<file path="src/rtl/approx_rca_pipe.sv">
// approx_rca_pipe: two-stage pipelined approximate ripple-carry adder with a
// valid/ready handshake.
//   - The low k bit positions (k = min(in_k, APPROX_MAX)) use the approximate
//     cell S = (X|Y)&~Z, Cout = 0. The rest are exact full adders.
//   - Stage 1 adds bits [WIDTH/2-1:0]. Stage 2 adds the upper half and
//     produces the carry-out into the output register.
// Ports:
//   clk, rst               clock; asynchronous active-high reset
//   in_valid/in_ready      operand beat handshake (in_a, in_b, in_k)
//   out_valid/out_ready    result beat handshake (out_sum[WIDTH:0], out_k)
//   mon_* (ERR_MON_EN)     error monitor: clear input, count/nonzero/sum/
//                          square/max statistics of e = a_lo & b_lo
// Build option: define ERR_MON_EN to compile in the error monitor.

module approx_fa (
  input  logic x,
  input  logic y,
  input  logic z,
  input  logic approx,
  output logic s,
  output logic co
);
  // The approximate cell never produces a carry, which is what makes the
  // low k bits collapse to a|b when the chain starts with Cz = 0.
  assign s  = approx ? ((x | y) & ~z) : (x ^ y ^ z);
  assign co = approx ? 1'b0 : ((x & y) | (z & (x ^ y)));
endmodule

module approx_rca_pipe #(
  parameter int WIDTH      = 16,
  parameter int APPROX_MAX = 4,
  parameter int KW         = $clog2(APPROX_MAX + 1)
) (
  input  logic             clk,
  input  logic             rst,
  input  logic             in_valid,
  output logic             in_ready,
  input  logic [WIDTH-1:0] in_a,
  input  logic [WIDTH-1:0] in_b,
  input  logic [KW-1:0]    in_k,
  output logic             out_valid,
  input  logic             out_ready,
  output logic [WIDTH:0]   out_sum,
  output logic [KW-1:0]    out_k
`ifdef ERR_MON_EN
  ,
  input  logic                  mon_clr,
  output logic [31:0]           mon_cnt,
  output logic [31:0]           mon_nz,
  output logic [31:0]           mon_err_sum,
  output logic [47:0]           mon_err_sq,
  output logic [APPROX_MAX-1:0] mon_err_max
`endif
);

  localparam int H  = WIDTH / 2;
  localparam int HU = WIDTH - H;

  typedef struct packed {
    logic [H-1:0]  lo;
    logic          c;
    logic [HU-1:0] a_hi;
    logic [HU-1:0] b_hi;
    logic [KW-1:0] k;
`ifdef ERR_MON_EN
    logic [APPROX_MAX-1:0] e;
`endif
  } s1_t;

  // vld_pipe[1]: stage-1 register full, vld_pipe[2]: output register full
  logic [2:1] vld_pipe;
  logic       s1_adv;
  s1_t        s1_q;

  assign s1_adv    = ~vld_pipe[2] | out_ready;
  assign in_ready  = ~vld_pipe[1] | s1_adv;
  assign out_valid = vld_pipe[2];

  // ---------------- stage 1: low half, approximate cells allowed
  logic [KW-1:0] k_eff;
  logic [H-1:0]  amask;
  logic [H-1:0]  lo_sum;
  logic [H:0]    c1;

  assign k_eff = (in_k > KW'(APPROX_MAX)) ? KW'(APPROX_MAX) : in_k;
  assign c1[0] = 1'b0;

  for (genvar i = 0; i < H; i++) begin : g_lo
    assign amask[i] = (int'(k_eff) > i);
    approx_fa u_fa (
      .x(in_a[i]), .y(in_b[i]), .z(c1[i]), .approx(amask[i]),
      .s(lo_sum[i]), .co(c1[i+1])
    );
  end

  s1_t s1_d;
  always_comb begin
    s1_d      = '0;
    s1_d.lo   = lo_sum;
    s1_d.c    = c1[H];
    s1_d.a_hi = in_a[WIDTH-1:H];
    s1_d.b_hi = in_b[WIDTH-1:H];
    s1_d.k    = k_eff;
`ifdef ERR_MON_EN
    // Error of this beat: the AND terms the approximate cells dropped.
    s1_d.e    = in_a[APPROX_MAX-1:0] & in_b[APPROX_MAX-1:0] & amask[APPROX_MAX-1:0];
`endif
  end

  always_ff @(posedge clk or posedge rst) begin
    if (rst) begin
      vld_pipe[1] <= 1'b0;
      s1_q        <= '0;
    end else if (in_ready) begin
      vld_pipe[1] <= in_valid;
      if (in_valid) s1_q <= s1_d;
    end
  end

  // ---------------- stage 2: upper half, always exact
  logic [HU-1:0] hi_sum;
  logic [HU:0]   c2;

  assign c2[0] = s1_q.c;

  for (genvar i = 0; i < HU; i++) begin : g_hi
    approx_fa u_fa (
      .x(s1_q.a_hi[i]), .y(s1_q.b_hi[i]), .z(c2[i]), .approx(1'b0),
      .s(hi_sum[i]), .co(c2[i+1])
    );
  end

`ifdef ERR_MON_EN
  logic [APPROX_MAX-1:0] e2;
`endif

  // Output register only loads on a real beat, so a stalled result holds.
  always_ff @(posedge clk or posedge rst) begin
    if (rst) begin
      vld_pipe[2] <= 1'b0;
      out_sum     <= '0;
      out_k       <= '0;
`ifdef ERR_MON_EN
      e2          <= '0;
`endif
    end else if (s1_adv) begin
      vld_pipe[2] <= vld_pipe[1];
      if (vld_pipe[1]) begin
        out_sum <= {c2[HU], hi_sum, s1_q.lo};
        out_k   <= s1_q.k;
`ifdef ERR_MON_EN
        e2      <= s1_q.e;
`endif
      end
    end
  end

`ifdef ERR_MON_EN
  // ---------------- error monitor, saturating accumulators
  logic [2*APPROX_MAX-1:0] e_sq;
  logic [32:0]             cnt_n, nz_n, sum_n;
  logic [48:0]             sq_n;

  assign e_sq  = (2*APPROX_MAX)'(e2) * (2*APPROX_MAX)'(e2);
  assign cnt_n = {1'b0, mon_cnt} + 33'd1;
  assign nz_n  = {1'b0, mon_nz} + 33'(e2 != '0);
  assign sum_n = {1'b0, mon_err_sum} + 33'(e2);
  assign sq_n  = {1'b0, mon_err_sq} + 49'(e_sq);

  always_ff @(posedge clk or posedge rst) begin
    if (rst) begin
      mon_cnt     <= '0;
      mon_nz      <= '0;
      mon_err_sum <= '0;
      mon_err_sq  <= '0;
      mon_err_max <= '0;
    end else if (mon_clr) begin
      // clear takes priority over a coincident output beat
      mon_cnt     <= '0;
      mon_nz      <= '0;
      mon_err_sum <= '0;
      mon_err_sq  <= '0;
      mon_err_max <= '0;
    end else if (out_valid && out_ready) begin
      mon_cnt     <= cnt_n[32] ? '1 : cnt_n[31:0];
      mon_nz      <= nz_n[32]  ? '1 : nz_n[31:0];
      mon_err_sum <= sum_n[32] ? '1 : sum_n[31:0];
      mon_err_sq  <= sq_n[48]  ? '1 : sq_n[47:0];
      if (e2 > mon_err_max) mon_err_max <= e2;
    end
  end
`endif

endmodule
</file>
<file path="config.mk">
export PLATFORM = sky130hd
export DESIGN_NAME = approx_rca_pipe
export DESIGN_NICKNAME = d
export VERILOG_FILES = /design/src/rtl/approx_rca_pipe.sv
export SDC_FILE = /design/constraint.sdc
export NUM_CORES = 1
export LEC_CHECK = 0
export BUFFER_PORTS_ARGS = -buffer_cell sky130_fd_sc_hd__buf_2
export CAP_MARGIN = 30
export CORE_MARGIN = 8
export CORE_UTILIZATION = 57
export DETAILED_ROUTE_END_ITERATION = 7
export PLACE_DENSITY_LB_ADDON = 0.3
export SYNTH_ARGS = -nofsm -noshare
export SYNTH_HDL_FRONTEND = slang
export SYNTH_SLANG_ARGS = --single-unit
</file>
<file path="constraint.sdc">
create_clock -name clk -period 6.8 [get_ports clk]
set_clock_uncertainty 0.15 [all_clocks]
set_input_delay 0.68 -clock clk [delete_from_list [all_inputs] [get_ports clk]]
set_output_delay 0.68 -clock clk [all_outputs]
set_load 0.005 [all_outputs]
</file>
; ---- Word level (Yosys, flattened, before mapping)
; Index checks and enable logic that the tools add are counted.
[word_totals]
reg_bits = 50
mem_bits_ro = 0
ramBits = 0
inputBits = 39
latch_bits = 0
n_memories = 0
out_inout_bits = 22
elab_cells = 134
[classes]
div = 0
bitwise = 100
reduce_logical = 2
mul = 0
n_mux = 15
n_eq_ne = 0
shift = 0
n_lt_le_gt_ge = 8
addsub = 0
[op_table]
columns = op, n
row1 = $and A1 B1 Y1, 37
row2 = $xor A1 B1 Y1, 31
row3 = $or A1 B1 Y1, 24
row4 = $mux W1, 14
row5 = $gt A3 B3 Y1 const B, 4
row6 = $not A1 Y1, 8
row7 = $gt A3 B1 Y1 const B, 2
row8 = $gt A3 B2 Y1 const B, 2
row9 = $reduce_and A2 Y1, 2
row10 = $mux W3, 1

; ---- Longest topological paths before layout
[depth]
depth_word = 24
depth_mapped = 17
depth_no_buf = 13

; ---- By module
; Synthesis repeated with hierarchy kept, for this count alone.
[hier_totals]
hier_cells = 244
hier_area_um2 = 3100.5
[by_module_without_submodules]
columns = mod, instances, seq_area_each_um2, area_per_inst_um2, cells_per_inst
row1 = approx_rca_pipe, 1, 1251.2, 2039.5, 116
row2 = approx_fa, 16, 0.0, 66.3, 8

; ---- Least setup slack after synthesis
; Ideal clock, no wire load.
[synth_timing]
path_kind = input-to-reg
from = input port in_k[2]
to = register s1_q[27] (netlist bit)
t_arrival_ns = 4.866
cell_stages = 17
path_slack_ns = 1.663
required_time_ns = 6.529
cell_sequence = clkbuf_1 -> nor3_1 -> nand2_1 -> fa_1 -> or3_1 -> fa_1 -> nand2b_1 -> fa_1 -> or2_2 -> fa_1 -> clkbuf_1 -> fa_1 -> clkbuf_1 -> fa_1 -> clkbuf_1 -> fa_1 -> a21oi_1
[synth_via]
elab_chain_cells = 23
word_cells_on_any_way = 29
classes_between = 8 x order compare / 8 x mux / 13 x bitwise
[synth_lines]
columns = item, line_no
row1 = start: declaration, 40  ; input logic [KW-1:0] in_k,
row2 = $gt A3 B3 Y1, 85  ; assign k_eff = (in_k > KW'(APPROX_MAX)) ? KW'(APPROX_MAX) : in_k;
row3 = $mux W3 *, 85
row4 = $gt A3 B1 Y1, 89  ; assign amask[i] = (int'(k_eff) > i);
row5 = $mux W1, 26  ; assign co = approx ? 1'b0 : ((x & y) | (z & (x ^ y)));
row6 = $and A1 B1 Y1, 26
row7 = $or A1 B1 Y1, 26
row8 = $mux W1, 26
row9 = $and A1 B1 Y1, 26
row10 = [... 7 more ...], -
row11 = $mux W1, 26
row12 = $and A1 B1 Y1, 26
row13 = $or A1 B1 Y1, 26
row14 = $mux W1, 26
row15 = $and A1 B1 Y1, 26
row16 = $or A1 B1 Y1, 26
row17 = $mux W1 *, 26
row18 = $xor A1 B1 Y1 *, 25  ; assign s = approx ? ((x | y) & ~z) : (x ^ y ^ z);
row19 = end signal: assignment, 113  ; s1_q <= '0;
row20 = end signal: assignment, 116  ; if (in_valid) s1_q <= s1_d;
row21 = end: declaration, 73  ; s1_t s1_q;
; Every way passes the cells marked *; elsewhere a longest branch is shown, timed or not.
; A chain may end at the register's enable or synchronous reset.

; ---- Worst setup path after layout
; Same ends and word-level chain as after synthesis.

==> reports/results.md <==
| Result | This run |
|:---|:---|
| Run status | complete, no violations |
| Setup fix buffers added after clock tree synthesis | 0 |
| Period utilisation layout | 0.7180 |
| Number of flops mapped to enable cells by yosys | 0 |
| Number of standard cells after synthesis | 185 |
| FMAX | 204.8 MHz |
| Post-synthesis async set-or-reset flop share | 1.000 |
| Post-synthesis net count | 244 |
| Sum of met3 wire segment lengths after detailed routing | 302 um |
| Beginning of the worst register-to-register path | c2[0] |
| Power per unit of standard cell area | 275.7 nW/um2 |
| FILL cells | 341 |
| First-pass GRT wire length | 8.031 mm |
| Antenna violations before repair | 0 |
| Worst hold path class | primary input to asynchronous set/reset pin |
| Worst max-slew margin expressed relative to the limit | 0.6841 |
| Total of warnings raised by yosys | 0 |
| Cell-by-cell trace of the critical path | buf_2 > nor3_1 > nand2_1 > fa_1 > or3_1 > fa_1 > nand2b_1 > fa_1 > or2_2 > fa_1 > fa_1 > fa_1 > fa_1 > a21oi_1 |
| Required time at the endpoint of the critical path | 6820 ps |
| Critical path startpoint category | primary input |
| Drt initial violations | 30 |
| Total negative setup slack | 0 ps |
| Register share of total power | 0.511 |
| Slack of the worst reg-to-reg path | 2870 ps |
| Post-DR wirelength/cell | 16.27 um |
| Internal power component | 572.6 uW |
| R2R cell count | 12 |
| CP Data Arrival Time | 4900 ps |
| Site Rows | 24 |
| Critical path class | primary input to flip-flop |
| RSZ-0062 raised after global routing | false |
| Beginning of the critical path | in_k[2] |
| Final instance count without filler cells | 295 |
| Top Family by Delay on Critical Path | adder cells |
| Fin util | 0.6754 |
| Final RePlAce weighted congestion | 0.7637 |
| Leakage component of the power | 0.001423 uW |
| Nature of the critical path endpoint | flip-flop |
| Routed wire length | 4.800 mm |
| Crit-path slowest cell | fa_1 |
| X dimension of the die | 82.21 um |
| Share of final-layout standard cells stronger than drive strength 1 | 0.4486 |
| CTS tree | built |
| Count of antenna diodes in the layout | 0 |
| Clock insertion delay at the later pin of the skew report | 300 ps |
| Clk network pwr share | 0.221 |
| Synth top area cells | dfrtp_1, fa_1, mux2_2 |
| Total net switching power | 226.9 uW |
| Yosys reg bits | 50 |
| Post-synthesis average cell area | 13.51 um2 |
| Overall die height | 82.21 um |
| Number of levels the H-tree was split into | 2 |
| Total of cells resized after clock tree synthesis | 0 |
| Starting density of the core | 0.5819 |
| Cell repeated most along the worst path | fa_1 |
| Aggregate global routing overflow | 0 |
| Cell area after technology mapping | 2499 um2 |
| Maximum fanout encountered on the critical timing path | 9 |
| Gate power share | 0.268 |
| Endpoints failing hold | 0 |
| Total half-perimeter wirelength after legalization and detailed placement | 3.703 mm |
| Max cap viols | 0 |
| Area Growth Syn to Fin | 16.07% |
| Post-layout nets | 301 |
| Via/cell ratio | 5.112 |
| Number of failing setup endpoints in the final timing report | 0 |
| Buffer type at the clock tree root | clkbuf_8 |
| Number of top-level design ports | 61 |
| DRC violations left | 0 |
| Total CTS buffers | 5 |
| Synth cell types | 25 |
| Worst ir drop on vdd | 0.1402 mV |
| Worst hold-check slack | 155.2 ps |
| Via Count | 1,508 |
| Post-layout minimum cycle time | 4882 ps |
| Post-route ant nets | 0 |
| Total Routing Usage GR | 0.1544 |
| Uppermost signal routing layer after detailed routing | met4 |
| Clk sinks | 50 |
| Cell total after placement | 287 |
| Met2 Routed Length | 2.420 mm |
| Final max-slew violation count | 0 |
| Clock-pin slew reported for the worst setup and hold paths after clock tree synthesis | 90 ps |
| Number of port buffers | 60 |
| Top FF cell, synth | dfrtp_1 |
| Number of hold buffers added after CTS | 0 |
| Total Power | 799.5 uW |
| Number of optimization iterations in the first detailed-route pass | 4 |
| Most common cell in the synthesized netlist | dfrtp_1 |
| Reg-to-Reg End | out_sum[15] |
| Proportion of synthesized chip area in sequential cells | 0.5008 |
| Cell taking the most area after synthesis | dfrtp_1 |
| Area enclosed by the die boundary | 6758 um2 |
| Worst-case clock buffer depth | 2 |
| Post-synth top area share | 0.5008 |
| Max stage delay on crit path | 510 ps |
| Largest net degree at the start of global routing | 40 |
| Area inside the core boundary | 4294 um2 |
| Switching portion of total power | 0.2838 |
| Worst slew pin tran | 472.1 ps |
| Leading post-synthesis cells by instance count | dfrtp_1, inv_1, mux2_2 |
| Total routed wire length on the met1 layer | 2.037 mm |
| Number of global-route vias before repair | 1,698 |
| Bufs and invs on worst path | 1 |
stage by stage:
step,cell area [um2],setup WS (ps)
floorplan,2499,1663
global placement,2789,1763
detailed placement,2809,1630
CTS,2900,1947
global route,2900,1841
finish,2900,1918
worst register-to-register path: cells and delay by family, from the launching register on:
kind,cells,cell delay (ps)
AO/OA/AOI/OAI,1,140
flip-flops,1,400
buffers and inverters,3,230
adder cells (fa/ha/maj),8,2930
power groups by stage:
stage	Combinational (uW)	Sequential, uW	Clock, uW
after floorplan	131	412	0
after global placement	209	412	0
after detailed placement	219	416	0
after CTS	220	410	181
after global routing	242	420	195
final	214	409	176
layout by cell type (no fill, tap or decap), types with 2 or more instances in the layout:
cell / synthesis / routed
mux2_4: 11 / 11
nand2b_1: 4 / 4
dfrtp_1: 50 / 50
ha_1: 5 / 5
o21ai_0: 4 / 4
buf_2: 0 / 60
mux2i_1: 5 / 5
a31oi_1: 2 / 2
inv_1: 26 / 25
nor2b_1: 2 / 2
a21oi_1: 13 / 13
fa_1: 15 / 15
mux2_2: 25 / 25
clkbuf_8: 0 / 6
nand3_1: 4 / 4
state kept, by name (all words and copies together), names as in the netlist:
name and count:
out_sum 17, s1_q 27, out_k 3, vld_pipe 1
c2 1, out_valid 1
worst max path at each step:
stage,endpoint,cells after the start,slack [ps]
finish,s1_q[27],14,1920
global route,s1_q[27],14,1840
CTS,s1_q[27],14,1950
detailed placement,s1_q[27],14,1630
global placement,s1_q[27],14,1760
floorplan,s1_q[27],17,1660
area by class of cell:
type,count,area (um2),share of cell area
well taps,52,65.06,0.02243
multi-input cells,98,1075,0.3706
flip-flops and latches,50,1251,0.4314
repair buffers,61,320.3,0.1104
clock inverters,1,5.005,0.001726
clock buffers,7,86.33,0.02977
inverters,26,97.59,0.03365
logic make-up (layout without fill, tap and decap cells):
logic type / count (synthesis) / count (layout) / share of synthesized area
buffers and inverters: 37 / 95 / 0.06910
and+or+nand+nor: 18 / 18 / 0.04707
DFF: 50 / 50 / 0.5008
AOI/OAI and AO/OA: 19 / 19 / 0.03906
muxes: 41 / 41 / 0.1988
adders and majority gates: 20 / 20 / 0.1452
layer usage:
| layer | up-vias | global-route usage |
|---|---|---|
| li1 | 713 | - |
| met1 | 751 | 0.1900 |
| met2 | 42 | 0.2553 |
| met3 | 2 | 0.04004 |
| met4 | 0 | 0.05789 |
| met5 | - | 0 |
Power figures use the tool's default switching activity.
